File: src/rtl/io_periph_ctrl_if.sv
// Core-side I/O bus between the MIPS I/O port and the peripheral block.
// Reads are combinational; writes land on the clock edge with IOWriteEn high.
interface io_periph_ctrl_if;
    logic [31:0] IOWriteData;
    logic [3:0]  IOAddr;
    logic        IOWriteEn;
    logic [31:0] IOReadData;

    modport master (
        output IOWriteData,
        output IOAddr,
        output IOWriteEn,
        input  IOReadData
    );

    modport slave (
        input  IOWriteData,
        input  IOAddr,
        input  IOWriteEn,
        output IOReadData
    );
endinterface

File: src/rtl/io_periph_ctrl.sv
// Memory-mapped I/O peripheral: LED/display registers, game-tick timer,
// sticky button events, cycle counter and LFSR random source.
module io_periph_ctrl #(
    parameter int          NUM_BTN     = 4,
    parameter int          SYNC_STAGES = 2,
    parameter logic [31:0] LFSR_SEED   = 32'hACE12468
) (
    input  logic               CLK,
    input  logic               RESET,
    io_periph_ctrl_if.slave    bus,
    input  logic [NUM_BTN-1:0] BTN,
    output logic [7:0]         LED,
    output logic [31:0]        DISP
);

    localparam logic [31:0] LFSR_MASK = 32'h80200003;

    logic [31:0] tper, cnt, cyc, lfsr;
    logic        tick, ten;
    logic [NUM_BTN-1:0] sync [SYNC_STAGES];
    logic [NUM_BTN-1:0] prev, armed, btnev;
    logic [NUM_BTN-1:0] btn_lvl, btn_rise, btn_clr;
    logic [SYNC_STAGES-1:0] vld;
    logic        sel_led, sel_disp, sel_tper, sel_tstat, sel_btn, sel_rand;
    logic        tick_hit, run;
    logic [31:0] btn_word;

    always_comb begin
        sel_led   = bus.IOWriteEn && (bus.IOAddr == 4'h0);
        sel_disp  = bus.IOWriteEn && (bus.IOAddr == 4'h1);
        sel_tper  = bus.IOWriteEn && (bus.IOAddr == 4'h2);
        sel_tstat = bus.IOWriteEn && (bus.IOAddr == 4'h3);
        sel_btn   = bus.IOWriteEn && (bus.IOAddr == 4'h4);
        sel_rand  = bus.IOWriteEn && (bus.IOAddr == 4'h6);
    end

    assign run      = ten && (tper != 32'd0);
    assign tick_hit = run && (cnt == tper - 32'd1);

    always_ff @(posedge CLK or posedge RESET) begin
        if (RESET) begin
            LED  <= '0;
            DISP <= '0;
            tper <= '0;
            cnt  <= '0;
            tick <= 1'b0;
            ten  <= 1'b0;
            cyc  <= '0;
            lfsr <= LFSR_SEED;
        end else begin
            if (sel_led)  LED  <= bus.IOWriteData[7:0];
            if (sel_disp) DISP <= bus.IOWriteData;
            if (sel_tper) begin
                tper <= bus.IOWriteData;
                cnt  <= '0;
            end else if (run) begin
                cnt <= tick_hit ? 32'd0 : cnt + 32'd1;
            end
            if (sel_tstat) ten <= bus.IOWriteData[1];
            // Set beats a same-cycle W1C so a tick is never lost.
            tick <= tick_hit | (tick & ~(sel_tstat & bus.IOWriteData[0]));
            cyc  <= cyc + 32'd1;
            if (sel_rand)
                lfsr <= (bus.IOWriteData != 32'd0) ? bus.IOWriteData : LFSR_SEED;
            else
                lfsr <= lfsr[0] ? ((lfsr >> 1) ^ LFSR_MASK) : (lfsr >> 1);
        end
    end

    assign btn_lvl  = sync[SYNC_STAGES-1];
    assign btn_rise = btn_lvl & ~prev & armed;
    assign btn_clr  = sel_btn ? bus.IOWriteData[NUM_BTN-1:0] : '0;

    // A button only arms after a genuine released sample following reset,
    // so a button held through reset release yields no event.
    always_ff @(posedge CLK or posedge RESET) begin
        if (RESET) begin
            for (int i = 0; i < SYNC_STAGES; i++) sync[i] <= '0;
            prev  <= '0;
            armed <= '0;
            btnev <= '0;
            vld   <= '0;
        end else begin
            sync[0] <= BTN;
            for (int i = 1; i < SYNC_STAGES; i++) sync[i] <= sync[i-1];
            prev  <= btn_lvl;
            vld   <= {vld[SYNC_STAGES-2:0], 1'b1};
            armed <= armed | (~btn_lvl & {NUM_BTN{vld[SYNC_STAGES-1]}});
            btnev <= btn_rise | (btnev & ~btn_clr);
        end
    end

    always_comb begin
        btn_word = '0;
        btn_word[NUM_BTN-1:0]  = btnev;
        btn_word[16 +: NUM_BTN] = btn_lvl;
    end

    always_comb begin
        bus.IOReadData = '0;
        case (bus.IOAddr)
            4'h0: bus.IOReadData = {24'd0, LED};
            4'h1: bus.IOReadData = DISP;
            4'h2: bus.IOReadData = tper;
            4'h3: bus.IOReadData = {30'd0, ten, tick};
            4'h4: bus.IOReadData = btn_word;
            4'h5: bus.IOReadData = cyc;
            4'h6: bus.IOReadData = lfsr;
            default: bus.IOReadData = '0;
        endcase
    end

endmodule

File: src/flat_wrapper.sv
// flat-port wrapper written by rule: the top's interface ports become plain ports
module io_periph_ctrl_flat 
#(
    parameter int          NUM_BTN     = 4,
    parameter int          SYNC_STAGES = 2,
    parameter logic [31:0] LFSR_SEED   = 32'hACE12468
)
  (CLK, RESET, BTN, LED, DISP, bus_IOWriteData, bus_IOAddr, bus_IOWriteEn, bus_IOReadData);
  io_periph_ctrl_if bus_i ();
  input  logic CLK;
  input  logic RESET;
  input  logic [NUM_BTN-1:0] BTN;
  output logic [7:0] LED;
  output logic [31:0] DISP;
  input wire logic [$bits(bus_i.IOWriteData)-1:0] bus_IOWriteData;
  input wire logic [$bits(bus_i.IOAddr)-1:0] bus_IOAddr;
  input wire logic [$bits(bus_i.IOWriteEn)-1:0] bus_IOWriteEn;
  output wire logic [$bits(bus_i.IOReadData)-1:0] bus_IOReadData;
  assign bus_i.IOWriteData = bus_IOWriteData;
  assign bus_i.IOAddr = bus_IOAddr;
  assign bus_i.IOWriteEn = bus_IOWriteEn;
  assign bus_IOReadData = bus_i.IOReadData;
  io_periph_ctrl #(.NUM_BTN(NUM_BTN), .SYNC_STAGES(SYNC_STAGES), .LFSR_SEED(LFSR_SEED)) u_core (.CLK(CLK), .RESET(RESET), .bus(bus_i), .BTN(BTN), .LED(LED), .DISP(DISP));
endmodule
File: config.mk
export PLATFORM = sky130hd
export DESIGN_NAME = io_periph_ctrl_flat
export DESIGN_NICKNAME = d
export VERILOG_FILES = /design/src/rtl/io_periph_ctrl_if.sv /design/src/rtl/io_periph_ctrl.sv /design/src/flat_wrapper.sv
export SDC_FILE = /design/constraint.sdc
export NUM_CORES = 1
export LEC_CHECK = 0
export BUFFER_PORTS_ARGS = -buffer_cell sky130_fd_sc_hd__buf_2
export CORE_MARGIN = 2
export CORE_UTILIZATION = 45
export CTS_CLUSTER_SIZE = 10
export DETAILED_ROUTE_END_ITERATION = 12
export GPL_TIMING_DRIVEN = 0
export MAX_ROUTING_LAYER = met4
export RECOVER_POWER = 25
export SYNTH_ARGS = -nofsm -noshare
export SYNTH_HDL_FRONTEND = slang
export SYNTH_SLANG_ARGS = --single-unit
File: constraint.sdc
create_clock -name CLK -period 8.5 [get_ports CLK]
set_clock_uncertainty 0.15 [all_clocks]
set_input_delay 1.7 -clock CLK [delete_from_list [all_inputs] [get_ports CLK]]
set_output_delay 1.7 -clock CLK [all_outputs]
set_load 0.03 [all_outputs]
After elaboration in Yosys (flattened, before gate mapping):

Cells that the tools add are included.

* register bits after elaboration: 192
* bits of input ports: 43
* output and inout port bits: 72
* logic and storage cells: 58

* add/sub/neg operators: 3
* equal/unequal tests: 7
* muxes and demuxes: 8
* bitwise logic cells: 14
* reductions and logical operators: 12

Operators by type and width (count)
* $pmux W32 S7: 1
* $mux W32: 6
* $add A32 B1 Y32 const B: 2
* $reduce_bool A32 Y1: 2
* $eq A32 B32 Y1: 1
* $sub A32 B1 Y32 const B: 1
* $and A4 B4 Y4: 4
* $eq A4 B3 Y1 const B: 3
* $not A4 Y4: 3
* $eq A4 B2 Y1 const B: 2
* $logic_and A1 B1 Y1: 8
* $or A4 B4 Y4: 2
* $eq A4 B1 Y1 const B: 1
* $logic_not A4 Y1: 1
* $mux W4: 1
* $not A3 Y4: 1
* $and A1 B1 Y1: 2
* $reduce_bool A2 Y1: 1
* $not A1 Y1: 1
* $or A1 B1 Y1: 1

Longest topological paths before layout:

* word-level depth: 6
* mapped depth: 13

Worst setup path after synthesis:

No wires, ideal clock.

* path type: input to output
* start: in bus_IOAddr[0]
* end: out bus_IOReadData[1]
* arrival time: 2992 ps
* required time: 6650 ps
* slack: 3658 ps
* stages: 3
* path buffers: 0
* cell sequence: nor4_1 > a222oi_1 > nand3_1

* longest elaborated chain between the ends: 2

Ends and longest elaborated chain
* from (decl): RTL line flat_wrapper.sv:16 `input wire logic [$bits(bus_i.IOAddr)-1:0] bus_IOAddr;`
* $eq A4 B3 Y1 (tied with other cells): RTL line io_periph_ctrl.sv:101 `case (bus.IOAddr)`
* $pmux W32 S7 *: RTL line io_periph_ctrl.sv:101
* to (decl): RTL line flat_wrapper.sv:18 `output wire logic [$bits(bus_i.IOReadData)-1:0] bus_IOReadData;`

Mark *: on every way between the ends. The rest lies on a longest branch, timed or not.

Worst setup path in the final report:

* start: in bus_IOAddr[1]
* end: out bus_IOReadData[18]

Same word-level chain as after synthesis.

==> impl_metrics.csv <==
group,metric,value,unit
status,outcome,"finished, violations left",
status,violations,"max-capacitance violations, max-slew violations",
routing,wl,29100,um
timing,setup_ws,2.65,ns
global_routing,antenna_found_initial,0,
finish,nets,1156,
synth,synthTopCellsByCount,"dfrtp_1 (179), nand2_1 (163), mux2_2 (73)",
synth,ys_warn_count,0,
worst_hold_path,hp-class,"reg -> reg",
synth,seq_area_frac_synth,49.1,%
finish,final_util,52.6,%
timing,min_period_over_period,68.8,%
routing,drtAntennaViolNets,0,
worst_hold_path,min_path_cells,0,
routing,drcViolationCount,0,
synth,synth_most_common_cell,"dfrtp_1",
cts,cts_hold_buf,0,
floorplanning,fp.dieW,152,um
worst_setup_path,regToRegStartpoint,"u_core.tper[6]$_DFFE_PP0P_",
timing,max_freq,0.171,GHz
timing,period_needed,5.85,ns
cts,clkSlewWorstSetupHoldPaths,0.08,ns
cts,cts_setup_buffers,0,
floorplanning,io_pins,115,
floorplanning,start_util,45.4,%
cts,clockBufferDepth,2,
synth,ys_ff_latch,192,
timing,rsz0062_at_grt,"false",
finish,area_delta_synth_final,15.8,%
cts,cts_buffers,17,
placed_design,dp.cells,1370,
power,vdd_drop_max,0.156,mV
timing,drv_slew,113,
cts,insertion_delay,0.45,ns
job,cap_violations,1,
floorplanning,core-area,21600,um^2
cts,cts_tree,"yes",
finish,final_cells,1403,
worst_setup_path,endpoint_kind,"primary output",
power,powerDensity,243,nW/um^2
worst_hold_path,whs_endpoint,"u_core.btn_lvl[1]$_DFF_PP0_",
power,p_leak,5.01,nW
placed_design,preCtsSetupSlack,2.71,ns
timing,setup_viol,0,
floorplanning,fp.dieH,152,um
worst_setup_path,crit_arrival,4.00,ns
routing,drtPass1Iterations,5,
timing,tns,0,ns
worst_setup_path,crit_fanout,10,
routing,wire_per_inst,20.8,um
floorplanning,num_rows,54,
global_routing,grt_overflow,0,
finish,drive_gt1_share,22.5,%
routing,viasPerCell,5.77,
global_routing,grt_max_degree,113,
placed_design,port_buffers,113,
routing,num_vias,8097,
worst_setup_path,r2r_slack,4.31,ns
synth,synthTopCellsByArea,"dfrtp_1 (46%), mux2_2 (8.4%), nand2_1 (6.2%), xnor2_1 (5.1%), a22oi_1 (5.0%)",
synth,async_reset_ff_share,100,%
synth,syn_nets,1023,
synth,synth_top_area_cell,"dfrtp_1",
worst_setup_path,reg2reg_to,"u_core.cnt[18]$_DFFE_PP0P_",
routing,first_iter_violations,729,
placed_design,dp_hpwl,21700,um
worst_setup_path,worstPathRequired,6.65,ns
global_routing,grt.total_usage,27.1,%
synth,synth.distinct_cells,59,
cts,htreeDepth,4,
synth,synth.avg_cell_area,10.1,um^2
timing,worstMarginPinSlew,5.07,ns
synth,synth_flop_cell,"dfrtp_1",
global_routing,grt_pass1_vias,7893,
timing,final_hold_viol_count,0,
worst_hold_path,min_from,"u_core.sync[5]$_DFF_PP0_",
worst_setup_path,start_kind,"primary input",
synth,synth_edf_count,0,
floorplanning,die_area,23000,um^2
synth,netlist_area,9820,um^2
worst_setup_path,rr_worst_depth,11,
synth,synth_top_cell_area_share,45.6,%
cts,cts_root_buf,"clkbuf_16",
timing,slew_headroom,-240,%
cts,cts.sinks,192,
worst_setup_path,critPathKind,"in -> out",
global_routing,grt_pass1_wl,45700,um
synth,syn_inst,976,
cts,cts_resized,0,
placed_design,gp_congestion,0.889,
-- critical path, cell delays in order --
cell	delay [ns]
buf_2	0.14
nand2b_1	0.16
nor3_1	0.84
clkbuf_1	0.58
a22oi_1	0.19
nand3_1	0.18
buf_2	0.21
-- power by group --
part           switching [mW]  internal, mW  leakage [nW]
clock network           0.414         0.404         0.295
logic                   0.434         0.272          2.34
registers               0.147          1.10          2.38
total                   0.995          1.77          5.01
-- stage by stage --
step | power, mW | instance area, um^2 | hold slack, ns
after floorplan | 1.72 | 9820 | 0.181
after global placement | 1.94 | 10700 | 0.182
after detailed placement | 1.96 | 10800 | 0.190
after CTS | 2.77 | 11400 | 0.205
after global routing | 2.90 | 11400 | 0.209
final | 2.77 | 11400 | 0.204
-- layer usage --
layer / GRT usage, % / wire length (um) / up-vias
li1: - / - / 3791
met2: 42.0 / 13800 / 220
met3: 3.47 / 1140 / 44
met1: 38.0 / 13600 / 4042
met4: 7.13 / 584 / 0
met5: - / 0 / -
-- final cells by class --
class                           count  area (um^2)
Buffer                             58          249
Inverter                           15         57.6
Multi-Input combinational cell    711         4700
Clock buffer                       18          439
Clock inverter                     14          164
Fill cell                        2066        10200
Antenna cell                        1         2.50
Tap cell                          280          350
Timing Repair Buffer              114          593
Sequential cell                   192         4820
-- cells in the final DEF (no fill, tap or decap), types with 7 or more instances in the layout --
cell / synthesis / layout
dfrtp_1: 179 / 179
nand2_1: 163 / 163
buf_2: 4 / 117
mux2_2: 73 / 73
a22oi_1: 66 / 66
xnor2_1: 57 / 57
nand3_1: 55 / 55
clkbuf_1: 44 / 44
nor2_1: 31 / 31
xor2_1: 27 / 27
o21ai_0: 25 / 25
nor4_1: 24 / 23
nand4_1: 23 / 23
nor3_1: 17 / 17
and3_1: 17 / 17
clkbuf_16: 0 / 17
inv_1: 15 / 14
dfstp_2: 13 / 13
o22a_1: 12 / 12
or3_1: 11 / 11
a31oi_1: 11 / 11
mux2i_1: 10 / 10
or4_1: 7 / 7
-- state kept, by name (all words and copies together) (netlist names) --
signal,count
u_core.DISP,32
u_core.cnt,32
u_core.cyc,32
u_core.lfsr,32
u_core.tper,32
u_core.LED,8
u_core.armed,4
u_core.btn_lvl,4
u_core.btnev,4
u_core.prev,4
u_core.sync,4
u_core.vld,2
u_core.ten,1
u_core.tick,1
-- kinds of logic after synthesis --
group | synth area share, %
multiplexers | 9.39
other | 0.0382
adder cells (fa/ha/maj) | 0.509
AND/OR/NAND/NOR | 19.0
AO/OA/AOI/OAI | 11.4
XOR/XNOR | 7.49
buffers and inverters | 3.11
flip-flops | 49.1
-- how the worst max path moves through the flow --
stage,start,to,slack [ns],cells after the start
after detailed placement,bus_IOAddr[1],bus_IOReadData[18],2.71,7
after global placement,RESET,u_core.cyc[26]$_DFF_PP0_,-0.92,2
after floorplan,RESET,u_core.DISP[0]$_DFFE_PP0P_,1.44,1
final,bus_IOAddr[1],bus_IOReadData[18],2.65,7
after global routing,RESET,u_core.tick$_DFF_PP0_,2.35,2
after CTS,bus_IOAddr[1],bus_IOReadData[18],2.71,7
No activity file was read; power rests on OpenSTA's default activity.
